<file path="src/rtl/pal_cfg_pkg.sv">
// pal_cfg_pkg: shared types and constants for the PAL configuration loader.
// The CRC-8 helper is only used when PAL_CFG_CRC_EN is defined.
package pal_cfg_pkg;

    localparam int         CFG_BITS_DEFAULT = 280;
    localparam logic [7:0] CRC8_POLY        = 8'h07;
    localparam logic [7:0] CRC8_INIT        = 8'h00;

    typedef enum logic [2:0] {
        ST_IDLE,
        ST_LOAD,
        ST_SHIFT,
        ST_CHECK,
        ST_DONE,
        ST_ERROR
    } state_t;

    // One whole-byte CRC-8 step, message bits taken MSB-first.
    function automatic logic [7:0] crc8_update(input logic [7:0] crc, input logic [7:0] data);
        logic [7:0] c;
        c = crc ^ data;
        for (int i = 0; i < 8; i++) begin
            c = c[7] ? ((c << 1) ^ CRC8_POLY) : (c << 1);
        end
        return c;
    endfunction

endpackage

</file>
<file path="src/rtl/pal_cfg_crc8.sv">
// pal_cfg_crc8: combinational byte-wide CRC-8 next-value logic.
// The running value lives in the caller; instantiated only under PAL_CFG_CRC_EN.
module pal_cfg_crc8
    import pal_cfg_pkg::*;
(
    input  logic [7:0] crc_in,
    input  logic [7:0] data_in,
    input  logic       clear,
    input  logic       update,
    output logic [7:0] crc_out
);

    // Clear has priority so a restart always begins from the seed.
    always_comb begin
        crc_out = crc_in;
        if (clear) begin
            crc_out = CRC8_INIT;
        end else if (update) begin
            crc_out = crc8_update(crc_in, data_in);
        end
    end

endmodule

</file>
<file path="src/rtl/pal_cfg_loader.sv">
// pal_cfg_loader: accepts config bytes, shifts them LSB-first into the PAL
// CFG chain one bit per strobe, and raises CFG_EN when the chain is full.
// Optional feature macro: PAL_CFG_CRC_EN (trailer CRC-8 byte check).
//
// Handshake: a byte transfers on a rising CLK edge where IN_VALID and IN_READY
// are both high. IN_READY never depends on IN_VALID and is forced low while
// START is high, so START always wins over a coincident transfer.
module pal_cfg_loader
    import pal_cfg_pkg::*;
#(
    parameter int CFG_BITS = CFG_BITS_DEFAULT,
    parameter int CNT_W    = $clog2(CFG_BITS + 1)
) (
    input  logic       CLK,
    input  logic       RES,
    input  logic       START,
    input  logic [7:0] IN_DATA,
    input  logic       IN_VALID,
    output logic       IN_READY,
    output logic       CFG_BIT,
    output logic       CFG_SHIFT,
    output logic       CFG_EN,
    output logic       BUSY,
    output logic       ERR,
    output state_t     DBG_STATE
);

    localparam logic [CNT_W-1:0] LAST_BIT = CNT_W'(CFG_BITS - 1);

    state_t           state_q, state_d;
    logic [CNT_W-1:0] cnt_q, cnt_d;
    logic [7:0]       shreg_q, shreg_d;
    logic [2:0]       nbit_q, nbit_d;
    logic             cfg_en_q, cfg_en_d;
    logic             in_ready;
    logic             hs;

`ifdef PAL_CFG_CRC_EN
    logic [7:0] crc_q, crc_d;
    logic       err_q, err_d;

    assign in_ready = ((state_q == ST_LOAD) || (state_q == ST_CHECK)) && !START;
`else
    assign in_ready = (state_q == ST_LOAD) && !START;
`endif

    assign hs        = IN_VALID && in_ready;
    assign IN_READY  = in_ready;
    assign CFG_SHIFT = (state_q == ST_SHIFT);
    assign CFG_BIT   = CFG_SHIFT & shreg_q[0];
    assign CFG_EN    = cfg_en_q;
    assign BUSY      = (state_q == ST_LOAD) || (state_q == ST_SHIFT) || (state_q == ST_CHECK);
    assign DBG_STATE = state_q;

`ifdef PAL_CFG_CRC_EN
    // Running CRC over every accepted config byte (the trailer is not included).
    pal_cfg_crc8 u_crc (
        .crc_in  (crc_q),
        .data_in (IN_DATA),
        .clear   (START),
        .update  (hs && (state_q == ST_LOAD)),
        .crc_out (crc_d)
    );

    // CRC accumulator and latched mismatch flag.
    always_ff @(posedge CLK) begin
        if (RES) begin
            crc_q <= CRC8_INIT;
            err_q <= 1'b0;
        end else begin
            crc_q <= crc_d;
            err_q <= err_d;
        end
    end

    assign ERR = err_q;
`else
    assign ERR = 1'b0;
`endif

    // State, bit counter, byte shift register and enable flag.
    always_ff @(posedge CLK) begin
        if (RES) begin
            state_q  <= ST_IDLE;
            cnt_q    <= '0;
            shreg_q  <= '0;
            nbit_q   <= '0;
            cfg_en_q <= 1'b0;
        end else begin
            state_q  <= state_d;
            cnt_q    <= cnt_d;
            shreg_q  <= shreg_d;
            nbit_q   <= nbit_d;
            cfg_en_q <= cfg_en_d;
        end
    end

    // Next-state logic; START overrides whatever the current state decided.
    always_comb begin
        state_d  = state_q;
        cnt_d    = cnt_q;
        shreg_d  = shreg_q;
        nbit_d   = nbit_q;
        cfg_en_d = cfg_en_q;
`ifdef PAL_CFG_CRC_EN
        err_d    = err_q;
`endif
        case (state_q)
            ST_LOAD: begin
                if (hs) begin
                    shreg_d = IN_DATA;
                    nbit_d  = 3'd0;
                    state_d = ST_SHIFT;
                end
            end
            ST_SHIFT: begin
                shreg_d = {1'b0, shreg_q[7:1]};
                cnt_d   = cnt_q + CNT_W'(1);
                nbit_d  = nbit_q + 3'd1;
                // Chain full takes priority: leftover bits of a partial byte are dropped.
                if (cnt_q == LAST_BIT) begin
`ifdef PAL_CFG_CRC_EN
                    state_d = ST_CHECK;
`else
                    state_d  = ST_DONE;
                    cfg_en_d = 1'b1;
`endif
                end else if (nbit_q == 3'd7) begin
                    state_d = ST_LOAD;
                end
            end
`ifdef PAL_CFG_CRC_EN
            ST_CHECK: begin
                if (hs) begin
                    if (IN_DATA == crc_q) begin
                        state_d  = ST_DONE;
                        cfg_en_d = 1'b1;
                    end else begin
                        state_d = ST_ERROR;
                        err_d   = 1'b1;
                    end
                end
            end
`endif
            default: begin
            end
        endcase
        if (START) begin
            state_d  = ST_LOAD;
            cnt_d    = '0;
            cfg_en_d = 1'b0;
`ifdef PAL_CFG_CRC_EN
            err_d    = 1'b0;
`endif
        end
    end

endmodule
</file>
<file path="config.mk">
export PLATFORM = sky130hd
export DESIGN_NAME = pal_cfg_loader
export DESIGN_NICKNAME = d
export VERILOG_FILES = /design/src/rtl/pal_cfg_pkg.sv /design/src/rtl/pal_cfg_crc8.sv /design/src/rtl/pal_cfg_loader.sv
export SDC_FILE = /design/constraint.sdc
export NUM_CORES = 1
export LEC_CHECK = 0
export ABC_AREA = 1
export CORE_ASPECT_RATIO = 1.4
export CORE_MARGIN = 2
export CORE_UTILIZATION = 51
export DETAILED_ROUTE_END_ITERATION = 8
export PLACE_DENSITY = 0.77
export SLEW_MARGIN = 25
export SYNTH_ARGS = -nofsm -noshare
export SYNTH_HDL_FRONTEND = slang
export SYNTH_SLANG_ARGS = --single-unit
</file>
<file path="constraint.sdc">
create_clock -name CLK -period 1.65 [get_ports CLK]
set_clock_uncertainty 0.05 [all_clocks]
set_input_delay 0.33 -clock CLK [delete_from_list [all_inputs] [get_ports CLK]]
set_output_delay 0.33 -clock CLK [all_outputs]
set_load 0.01 [all_outputs]
</file>
Word level (Yosys, flattened, before mapping). Cells that the tools add are included.

Register bits after elaboration: 24. Input port bits: 12. Output and inout port bits: 9. Logic and storage cells: 39.

Add/sub/neg operators: 2. Eq/ne operators: 9. Multiplexer cells: 9. Bitwise gates (word level): 1. Reductions and logical operators: 12.

Operator list (number): case mux 8 bit (2 select lines) (1); 2-to-1 mux 3 bit (4); case mux 3 bit (2 select lines) (2); adder 9 x 1 -> 9 bit (second input constant) (1); equality test 9 bit (second input constant) (1); 2-to-1 mux 8 bit (1); equality test 3 x 2 -> 1 bit (second input constant) (2); AND reduction 3 bit (2); inequality test 4 x 2 -> 1 bit (second input constant) (1); AND reduction 2 bit (2); adder 3 x 1 -> 3 bit (second input constant) (1); equality test 3 x 1 -> 1 bit (second input constant) (1); equality test 3 bit (second input constant) (1); inequality test 3 x 1 -> 1 bit (second input constant) (1); inequality test 3 bit (second input constant) (1); nonzero test 3 bit (1); logical AND 1 bit (2); logical OR 1 bit (2); inequality test 2 bit (second input constant) (1); nonzero test 2 bit (1); OR reduction 2 bit (1); AND 1 bit (1); zero test 1 bit (1); 2-to-1 mux 1 bit (1).

Depth between registers and ports, before layout.
Depth in word-level cells: 6. Mapped depth: 8. Depth with buffers taken out: 8.

Worst setup path before layout. Ideal clock, no wire load.

Path kind: register -> output. Start: register state_q[1], in the netlist DBG_STATE[1]. End: output port CFG_BIT. Arrival time: 0.977 ns. Required time: 1.270 ns. Slack: 0.293 ns. Stages on the path, launching flop included: 4. Buffers on the path: 1. Cells stage by stage: dfxtp_1 -> nand3_4 -> buf_6 -> nor2_1.

Word-level cells in the longest chain between the ends: 2.

Ends and longest elaborated chain: start, declared (RTL line pal_cfg_loader.sv:30) `state_t state_q, state_d;`; start signal, assigned (RTL line pal_cfg_loader.sv:90) `state_q <= state_d;`; equality test 3 x 2 -> 1 bit (RTL line pal_cfg_loader.sv:49) `assign CFG_SHIFT = (state_q == ST_SHIFT);`; AND 1 bit (RTL line pal_cfg_loader.sv:50) `assign CFG_BIT = CFG_SHIFT & shreg_q[0];`; end, declared (RTL line pal_cfg_loader.sv:20) `output logic CFG_BIT,`.

No other way between the ends.

Worst setup path in the final report.
Start: register state_q[2], in the netlist DBG_STATE[2]. End: output port IN_READY.

Word-level cells in the longest chain between the ends: 2.

Ends and longest elaborated chain: equality test 3 x 1 -> 1 bit (RTL line pal_cfg_loader.sv:44) `assign in_ready = (state_q == ST_LOAD) && !START;`; logical AND 1 bit (RTL line pal_cfg_loader.sv:44); end, declared (RTL line pal_cfg_loader.sv:19) `output logic IN_READY,`.

No other way between the ends.

==> flow_metrics.tcl <==
set metrics [dict create \
    dieWidth_um 45.72 \
    fin_crit_ns 1.616 \
    avgSynthCellArea_um2 6.941 \
    power.share.sequential 0.582 \
    core_area_mm2 0.002365 \
    setup_viol 0 \
    ctsRootBufferMaster "clkbuf_4" \
    hpwl_um 2055 \
    clock-sinks 24 \
    report.final.slew_viol_count 0 \
    antenna_found_initial 0 \
    syn-cell-area_mm2 0.001242 \
    p_leak_nw 0.7147 \
    combPwrFrac 0.120 \
    reg2reg_from "DBG_STATE[0]" \
    nNetsFinal 226 \
    worst_ir_drop_vdd_mv 0.4310 \
    switchingPower_uw 242.5 \
    dr.pass1.iters 4 \
    dpl_cell_area_mm2 0.001488 \
    grt_pass1_vias 1157 \
    clkTransAtPathRegs_ns 0.13 \
    ys_seq_area_frac 0.3867 \
    swShare 0.2355 \
    timing_worst_setup_path_type "reg -> out" \
    crit_arrival_ns 1.24 \
    grt_use_total 0.2071 \
    synth_nets 194 \
    cts_tree "yes" \
    hold_viol_final 0 \
    h-tree-depth 1 \
    design_area_mm2 0.001549 \
    worstRegToRegCells 8 \
    rsz0062_at_grt "yes" \
    yosysWarnings 0 \
    wire_per_inst_um 11.53 \
    regToRegEndpoint "shreg_q[0]" \
    reg2reg_slack_ns 0.23 \
    path_max_fanout 4 \
    p_per_area_mw_per_mm2 664.9 \
    num_antenna_cells 0 \
    grt_remaining_overflow 0 \
    ant_nets 0 \
    via_count 1205 \
    syn2layout_area_growth_pct 24.67 \
    start_kind "flip-flop" \
    drv_cap 0 \
    die-area_mm2 0.002853 \
    viasPerCell 5.172 \
    post-route-drc-count 0 \
    clkPwrFrac 0.298 \
    routed_wl_um 2686 \
    synth_seq_cells 24 \
    status "complete, no violations" \
    holdPathStages 2 \
    power_mw 1.030 \
    max_freq_mhz 618.9 \
    fin_crit_sh 0.9793 \
    synth_cell_types 21 \
    grt_max_degree 16 \
    die_h_um 62.40 \
    grt_pass1_wl_um 4498 \
    drive_gt1_frac 0.1571 \
    fp-row-count 21 \
    syn_inst 179 \
    numCtsBuffers 3 \
    p_int_uw 787.4 \
    drt_iter0_drc 26 \
    hold_path_class "reg -> reg" \
    io_pins 21 \
    hold_end "CFG_EN" \
    critPathCaptureType "output pin" \
    min-delay-start "CFG_EN" \
    cts.path.max_buffers 2 \
    initial_utilization 0.5254 \
    portBuffers 19 \
    whs_ns 0.4101 \
    cp_data_required_time_ns 1.27 \
    gp_congestion 0.8181 \
    clk_latency_ns 0.32 \
]
power by group through the flow:
stage	clock [mW]	combinational [mW]	sequential, mW
global route	0.345	0.136	0.602
floorplan	0	0.0606	0.613
detailed placement	0	0.122	0.614
finish	0.307	0.124	0.599
CTS	0.316	0.120	0.599
global placement	0	0.118	0.613
through the flow:
step / utilization / setup slack, ns / instances / TNS [ns]
6_report: 0.6550 / 0.03413 / 233 / 0
4_1_cts: 0.6455 / -0.006522 / 230 / -0.006522
3_3_place_gp: 0.6291 / -0.1760 / 226 / -0.1760
3_5_place_dp: 0.6291 / -0.2339 / 226 / -0.2339
5_1_grt: 0.6550 / -0.05128 / 233 / -0.05128
2_1_floorplan: - / 0.2934 / 179 / 0
Yosys cell counts, drive strengths merged:
master  instances  area, µm²
nand4           3      18.77
nor2           28      127.6
o21ai          12      60.06
nand3b          1      7.510
buf             3      33.78
dfxtp          24      480.5
inv            23      96.35
nand3           9      62.56
conb            1      3.750
ha              3      37.54
nand2          55      221.5
xor2            2      17.52
a21oi          15      75.07
how the worst max path moves through the flow:
stage / slack [ns] / depth (start not counted) / start / to
floorplan: 0.29 / 3 / DBG_STATE[1] / CFG_BIT
global placement: -0.18 / 3 / START / IN_READY
detailed placement: -0.23 / 3 / START / IN_READY
CTS: -0.007 / 4 / DBG_STATE[1] / IN_READY
global route: -0.05 / 4 / DBG_STATE[2] / IN_READY
finish: 0.03 / 4 / DBG_STATE[2] / IN_READY
state kept, by name (all words and copies together) (netlist names):
register   flops
CFG_EN         1
cnt_q          9
shreg_q        8
nbit_q         3
DBG_STATE      3
cell families after synthesis:
| kind of cell | synth area share |
|---|---|
| xor+xnor | 0.01410 |
| flops | 0.3867 |
| fa+ha+maj | 0.03021 |
| compound gates | 0.1088 |
| simple gates | 0.3525 |
| other cells | 0.003018 |
| buf+inv | 0.1047 |
what timing repair did:
action / in CTS / in global routing
hold buffers: 0 / 0
pin swaps: 2 / 0
endpoints found under the setup margin: 7 / 5
resized for setup: 16 / 4
buffers inserted: 0 / 3
per-layer routing:
metal / share of wire / GRT usage / vias to the layer above / wire length (µm)
met1: 0.41 / 0.2026 / 557 / 1088
met4: 0.019 / 0.06429 / 0 / 51
met5: 0 / 0 / - / 0
met3: 0.024 / 0.03468 / 7 / 64
met2: 0.55 / 0.4032 / 18 / 1481
li1: - / - / 623 / -
cell type report:
cell class / count / area (µm²)
inverters: 23 / 96.34
fillers: 221 / 815.8
flip-flops and latches: 24 / 489.2
clock buffers: 4 / 36.28
repair buffers: 30 / 266.5
multi-input cells: 129 / 631.9
well taps: 23 / 28.78
critical path, stage by stage, from the launching register on:
cell and delay, ns:
dfxtp_2 0.35, inv_2 0.10, nand3_2 0.12, nor2_4 0.11, clkdlybuf4s15_2 0.23
cell usage in the layout (no fill, tap or decap), types with 3 or more instances in the layout:
| master | netlist | routed |
|---|---|---|
| clkbuf_4 | 0 | 3 |
| inv_1 | 19 | 18 |
| nand3_1 | 7 | 7 |
| buf_4 | 1 | 11 |
| inv_2 | 2 | 3 |
| dfxtp_1 | 24 | 21 |
| nand2_1 | 53 | 53 |
| nand4_1 | 3 | 3 |
| nor2_4 | 3 | 3 |
| a21oi_1 | 15 | 15 |
| clkdlybuf4s50_1 | 0 | 12 |
| ha_1 | 3 | 3 |
| o21ai_0 | 12 | 12 |
| nor2_1 | 25 | 25 |
No activity file was read; power rests on OpenSTA's default activity.
